===== src/rtl/uart_rx.sv =====
// 8N1 UART receiver with 2-flop input synchronizer, clock-enable gated bit timing.
// Define UART_RX_PARITY_EN to add an even-parity bit between bit 7 and the stop bit (8E1).
module uart_rx #(
  parameter int CLKS_PER_BIT = 868
) (
  input  logic       clk,
  input  logic       rst,
  input  logic       ce,
  input  logic       rx,
  output logic [7:0] data,
  output logic       valid,
  output logic       frame_err,
  output logic       parity_err,
  output logic       busy
);

  localparam int CW = $clog2(CLKS_PER_BIT);
  localparam logic [CW-1:0] FULL_M1 = CW'(CLKS_PER_BIT - 1);
  localparam logic [CW-1:0] HALF_M1 = CW'(CLKS_PER_BIT / 2 - 1);

`ifdef UART_RX_PARITY_EN
  typedef enum logic [2:0] {
    S_IDLE, S_START, S_DATA, S_PARITY, S_STOP, S_WAIT_HIGH
  } state_t;
`else
  typedef enum logic [2:0] {
    S_IDLE, S_START, S_DATA, S_STOP, S_WAIT_HIGH
  } state_t;
`endif

  state_t        state_q, state_d;
  logic          rx_meta_q, rxs_q;
  logic [CW-1:0] cnt_q, cnt_d;
  logic [2:0]    idx_q, idx_d;
  logic [7:0]    shift_q, shift_d;
  logic [7:0]    data_q, data_d;
  logic          valid_q, valid_d;
  logic          frame_err_q, frame_err_d;
`ifdef UART_RX_PARITY_EN
  logic          pbit_q, pbit_d;
  logic          parity_err_q, parity_err_d;
`endif

  // Synchronizer runs every clk so ce gating never widens the metastability window.
  always_ff @(posedge clk or posedge rst) begin
    if (rst) begin
      rx_meta_q <= 1'b1;
      rxs_q     <= 1'b1;
    end else begin
      rx_meta_q <= rx;
      rxs_q     <= rx_meta_q;
    end
  end

  always_ff @(posedge clk or posedge rst) begin
    if (rst) begin
      state_q      <= S_IDLE;
      cnt_q        <= '0;
      idx_q        <= '0;
      shift_q      <= '0;
      data_q       <= '0;
      valid_q      <= 1'b0;
      frame_err_q  <= 1'b0;
`ifdef UART_RX_PARITY_EN
      pbit_q       <= 1'b0;
      parity_err_q <= 1'b0;
`endif
    end else begin
      state_q      <= state_d;
      cnt_q        <= cnt_d;
      idx_q        <= idx_d;
      shift_q      <= shift_d;
      data_q       <= data_d;
      valid_q      <= valid_d;
      frame_err_q  <= frame_err_d;
`ifdef UART_RX_PARITY_EN
      pbit_q       <= pbit_d;
      parity_err_q <= parity_err_d;
`endif
    end
  end

  // Pulses default low every clk (not just ce cycles) so they last exactly one clk.
  always_comb begin
    state_d     = state_q;
    cnt_d       = cnt_q;
    idx_d       = idx_q;
    shift_d     = shift_q;
    data_d      = data_q;
    valid_d     = 1'b0;
    frame_err_d = 1'b0;
`ifdef UART_RX_PARITY_EN
    pbit_d       = pbit_q;
    parity_err_d = 1'b0;
`endif
    if (ce) begin
      case (state_q)
        S_IDLE: begin
          if (!rxs_q) begin
            state_d = S_START;
            cnt_d   = '0;
          end
        end
        S_START: begin
          if (cnt_q == HALF_M1) begin
            cnt_d   = '0;
            idx_d   = '0;
            state_d = rxs_q ? S_IDLE : S_DATA;
          end else begin
            cnt_d = cnt_q + CW'(1);
          end
        end
        S_DATA: begin
          if (cnt_q == FULL_M1) begin
            cnt_d          = '0;
            shift_d[idx_q] = rxs_q;
            idx_d          = idx_q + 3'd1;
            if (idx_q == 3'd7) begin
`ifdef UART_RX_PARITY_EN
              state_d = S_PARITY;
`else
              state_d = S_STOP;
`endif
            end
          end else begin
            cnt_d = cnt_q + CW'(1);
          end
        end
`ifdef UART_RX_PARITY_EN
        S_PARITY: begin
          if (cnt_q == FULL_M1) begin
            cnt_d   = '0;
            pbit_d  = rxs_q;
            state_d = S_STOP;
          end else begin
            cnt_d = cnt_q + CW'(1);
          end
        end
`endif
        S_STOP: begin
          if (cnt_q == FULL_M1) begin
            cnt_d = '0;
            if (!rxs_q) begin
              frame_err_d = 1'b1;
              state_d     = S_WAIT_HIGH;
            end else begin
              state_d = S_IDLE;
`ifdef UART_RX_PARITY_EN
              if ((^shift_q) ^ pbit_q) begin
                parity_err_d = 1'b1;
              end else begin
                data_d  = shift_q;
                valid_d = 1'b1;
              end
`else
              data_d  = shift_q;
              valid_d = 1'b1;
`endif
            end
          end else begin
            cnt_d = cnt_q + CW'(1);
          end
        end
        S_WAIT_HIGH: begin
          if (rxs_q) state_d = S_IDLE;
        end
        default: state_d = S_IDLE;
      endcase
    end
  end

  assign data      = data_q;
  assign valid     = valid_q;
  assign frame_err = frame_err_q;
  assign busy      = (state_q != S_IDLE);
`ifdef UART_RX_PARITY_EN
  assign parity_err = parity_err_q;
`else
  assign parity_err = 1'b0;
`endif

endmodule


===== config.mk =====
export PLATFORM = sky130hd
export DESIGN_NAME = uart_rx
export DESIGN_NICKNAME = d
export VERILOG_FILES = /design/src/rtl/uart_rx.sv
export SDC_FILE = /design/constraint.sdc
export NUM_CORES = 1
export LEC_CHECK = 0
export CAP_MARGIN = 40
export CORE_MARGIN = 4
export CORE_UTILIZATION = 61
export CTS_CLUSTER_DIAMETER = 50
export DETAILED_ROUTE_END_ITERATION = 6
export PLACE_DENSITY = 0.88
export SLEW_MARGIN = 20
export SYNTH_ARGS = -nofsm -noshare
export SYNTH_HDL_FRONTEND = slang
export SYNTH_SLANG_ARGS = --single-unit

===== constraint.sdc =====
create_clock -name clk -period 4.8 [get_ports clk]
set_input_delay 0.96 -clock clk [delete_from_list [all_inputs] [get_ports clk]]
set_output_delay 0.96 -clock clk [all_outputs]
set_load 0.01 [all_outputs]

==> results.md <==
- Cts bufs inserted: 5
- Fraction of layout instances using a drive strength above 1: approximately 18%
- Min-delay worst type: reg2reg
- CTS Root Cell: sky130_fd_sc_hd__clkbuf_4
- Routed len/inst: around 16 um
- Share of flip-flops with an asynchronous set or reset after synthesis: 100%
- First-pass iteration count of the detailed router: 4
- Arithmetic-cell share of the synthesized area counting full adders, half adders and majority gates: 3.49%
- Yosys warns: 0
- Area added between synthesis and finish: 12.8%
- Count of placed standard cells including taps: between 150 and 200
- Post-CTS setup buffer count: 0
- Total congestion overflow: 0
- Number of sinks handled by clock tree synthesis: 36
- Post-synthesis instance total: 161
- Result of the run: completed
- Share of total power in combinational logic: between 15 and 20%
- Worst-path maximum fanout: 13
- Origin of the worst min-delay path: rx_meta_q$_DFF_PP1_
- Starting DRT DRC Count: 62
- Diode count: 0
- Number of enable flip-flop cells after synthesis: 0
- Main combinational cell family by area after synthesis: simple AND/OR/NAND/NOR gates
- Post-synthesis instance area: 0.00179 sq mm
- Final setup vio count: 0
- Slew of the pin with the lowest slew margin: a little over 0.6 ns
- Rows: 19
- Final setup skew: 0.0131 ns
- TritonCTS clock tree: yes
- First-pass GRT wire length: about 5900 um
- Final Max Tran Viols: 0
- Detail Placement HPWL: roughly 2400 um
- Post-Syn Area per Cell: 11.1 sq um
- Die Y: 62.2 um
- Worst setup startpoint: state_q[0]$_DFFE_PP0P_
- H-tree levels: 2
- Switching power total: 226 uW
- Largest stage delay, worst path: 0.60 ns
- Number of storage elements in the synthesis netlist: 36
- Worst vdd ir: 0.353 mV
- RSZ-0062 raised after global routing: false
- Die W: roughly 62 um
- Remaining DRCs: 0
- Quantity of gates resized following cts: 0
- Number of hold buffers added after cts: 0
- Worst hold slack after final layout: 0.366 ns
- Vias in the first global route: around 1,300
- Worst slew slack as a fraction of its limit: ~60%
- Net count after synthesis: 170
- Total non-filler cell area in the finished layout: 0.00202 sq mm
- Crit path arrival time: 1.73 ns
- Power share of the sequential group: a little over half
- Slowest-stage cell, CP: sky130_fd_sc_hd__dfrtp_1
- Synth top area cells: sky130_fd_sc_hd__dfrtp_1 (47%), sky130_fd_sc_hd__mux2_2 (8.8%), sky130_fd_sc_hd__ha_1 (3.5%)
- Number of nets in the finished design: 184
- Remaining antenna violation count after routing: 0
- Worst Setup Start Kind: register
- Effective utilization at floorplan: 64.4%
- Data required time of the critical path: between 3 and 4 ns
- Top cell type by total area after synthesis: sky130_fd_sc_hd__dfrtp_1
- Cell Area, Placed: 0.00194 sq mm
- Core area: 0.00278 sq mm
- Internal power contribution: 494 uW
- Startpoint of the worst register-to-register path: cnt_q[0]$_DFFE_PP0P_
- Leading register cell type out of synthesis: sky130_fd_sc_hd__dfrtp_1
- Total wirelength of the detailed-routed design: 3300 um
- Largest buffer count on any clock path: 2
- Finished Layout Cells: 207
- Share of cell area taken by muxes after synthesis: around 11%
- Most instantiated cells after synthesis: sky130_fd_sc_hd__dfrtp_1 (34), sky130_fd_sc_hd__mux2_2 (14), sky130_fd_sc_hd__nand2_1 (13)
- I/O pin cnt: 16
- Critical-path cell list: nor2_1, nand2_1, clkdlybuf4s50_1
- Number of violations of the max-capacitance limit: 0
- Cell Pwr Density: 356 mW/mm^2
- Part of the power in the clock network: 29.3%
- Post-synthesis simple-gate area fraction: 20.1%
- Total die area: 0.00387 sq mm
- Vias per inst: around 6.2
- Routability congestion estimate: 0.933
- Worst-skew pair later-pin latency: between 0.3 and 0.4 ns
- Kind of capture point of the worst setup path: primary output
- Fraction of synthesized cell area in xor and xnor cells: 0%
- Count of different cell masters after synthesis: 42
- Routed vias: 1,286
- CTS clk-pin slew, worst paths: 0.11 ns
- Total track usage: 19.1%
- Final Hold Fails: 0
- Static leakage power: 0.904 nW
- Final total power: 720 uW
- Setup slack, reg-to-reg: 2.22 ns
- Timing-limited maximum frequency: approximately 0.37 GHz
- Maximum number of pins on one net before global-route repair: 37
- Share of the synthesized area in the top cell type: a little under half
- Switching power as a share of total power: 31.4%
- Post-layout min period: roughly 2.7 ns
- Share of synthesized area occupied by flip-flops and latches: between 50% and 60%
- Most frequently used cell type in the post-synthesis netlist: sky130_fd_sc_hd__dfrtp_1
- Final period utilization: 56.1%
- Count of input and output buffers: 14
- Compound-cell area share of the yosys netlist: 11.2%
- Antenna violations before repair: 0
- Final sum of negative setup slack: 0 ns
- Worst setup path category: reg2out
==> registers in the layout, summed over array words and instances (netlist names) <==
signal	cells
valid	1
data	8
state_q	3
cnt_q	10
idx_q	3
shift_q	8
rxs_q	1
frame_err	1
rx_meta_q	1
==> final cells by class <==
| class | instances | area [sq um] |
|---|---|---|
| flip-flops and latches | 36 | 903 |
| multi-input cells | 111 | 828 |
| fillers | 191 | 761 |
| repair buffers | 15 | 148 |
| clock inverters | 3 | 42.5 |
| well taps | 31 | 38.8 |
| clock buffers | 5 | 37.5 |
| inverters | 6 | 22.5 |
==> final timing paths <==
check / endpoint / cells past startpoint
setup / recovery: busy / 3
hold / removal: rxs_q$_DFF_PP1_ / 0
setup reg to reg: shift_q[0]$_DFFE_PP0P_ / 6
hold reg to reg: rxs_q$_DFF_PP1_ / 0
max in group asynchronous: rx_meta_q$_DFF_PP1_ / 3
min in group asynchronous: idx_q[1]$_DFFE_PP0P_ / 3
==> power by group through the flow <==
stage          sequential, mW  combinational (mW)  clock, mW
2_1_floorplan           0.362               0.111          0
3_3_place_gp            0.385               0.121          0
3_5_place_dp            0.388               0.127          0
4_1_cts                 0.382               0.127      0.218
5_1_grt                 0.389               0.139      0.238
6_report                0.384               0.124      0.211
==> routing by layer <==
metal / vias up / wire, um / global-route usage (%)
li1: 615 / - / -
met1: 619 / 1250 / 21.3
met2: 43 / 1820 / 32.3
met3: 9 / 156 / 6.31
met4: 0 / 72 / 9.21
met5: - / 0 / 0
==> kinds of logic (layout without fill, tap and decap cells) <==
| logic type | count (synthesis) | after routing |
|---|---|---|
| flops | 36 | 36 |
| fa+ha+maj | 5 | 5 |
| other cells | 1 | 1 |
| simple gates | 58 | 58 |
| compound gates | 29 | 29 |
| mux | 18 | 18 |
| buf+inv | 14 | 29 |
==> worst max-delay path, delay by kind of cell, from the launching register on <==
| family | cells | cell delay, ns |
|---|---|---|
| flip-flops | 1 | 0.60 |
| buffers and inverters | 1 | 0.53 |
| AND/OR/NAND/NOR | 2 | 0.26 |
==> metrics by stage <==
| step | utilization, % | setup WS [ns] |
|---|---|---|
| 2_1_floorplan | - | 2.65 |
| 5_1_grt | 72.6 | 1.99 |
| 6_report | 72.6 | 2.11 |
| 4_1_cts | 72.6 | 2.09 |
| 3_3_place_gp | 69.8 | 1.97 |
| 3_5_place_dp | 69.8 | 1.86 |
==> layout by cell type, fill, tap and decap left out, drive strengths merged, types with 4 or more instances in the layout <==
| cell | Yosys | final |
|---|---|---|
| clkbuf | 4 | 5 |
| nor2 | 8 | 8 |
| dfrtp | 34 | 34 |
| nor3 | 5 | 5 |
| nand2b | 4 | 4 |
| inv | 6 | 6 |
| ha | 5 | 5 |
| mux2 | 16 | 16 |
| o21ai | 8 | 8 |
| nand2 | 13 | 13 |
| nand3 | 7 | 7 |
| clkdlybuf4s50 | 0 | 14 |
| nand4 | 4 | 4 |
Note: power is estimated with default switching activity, not from simulation.
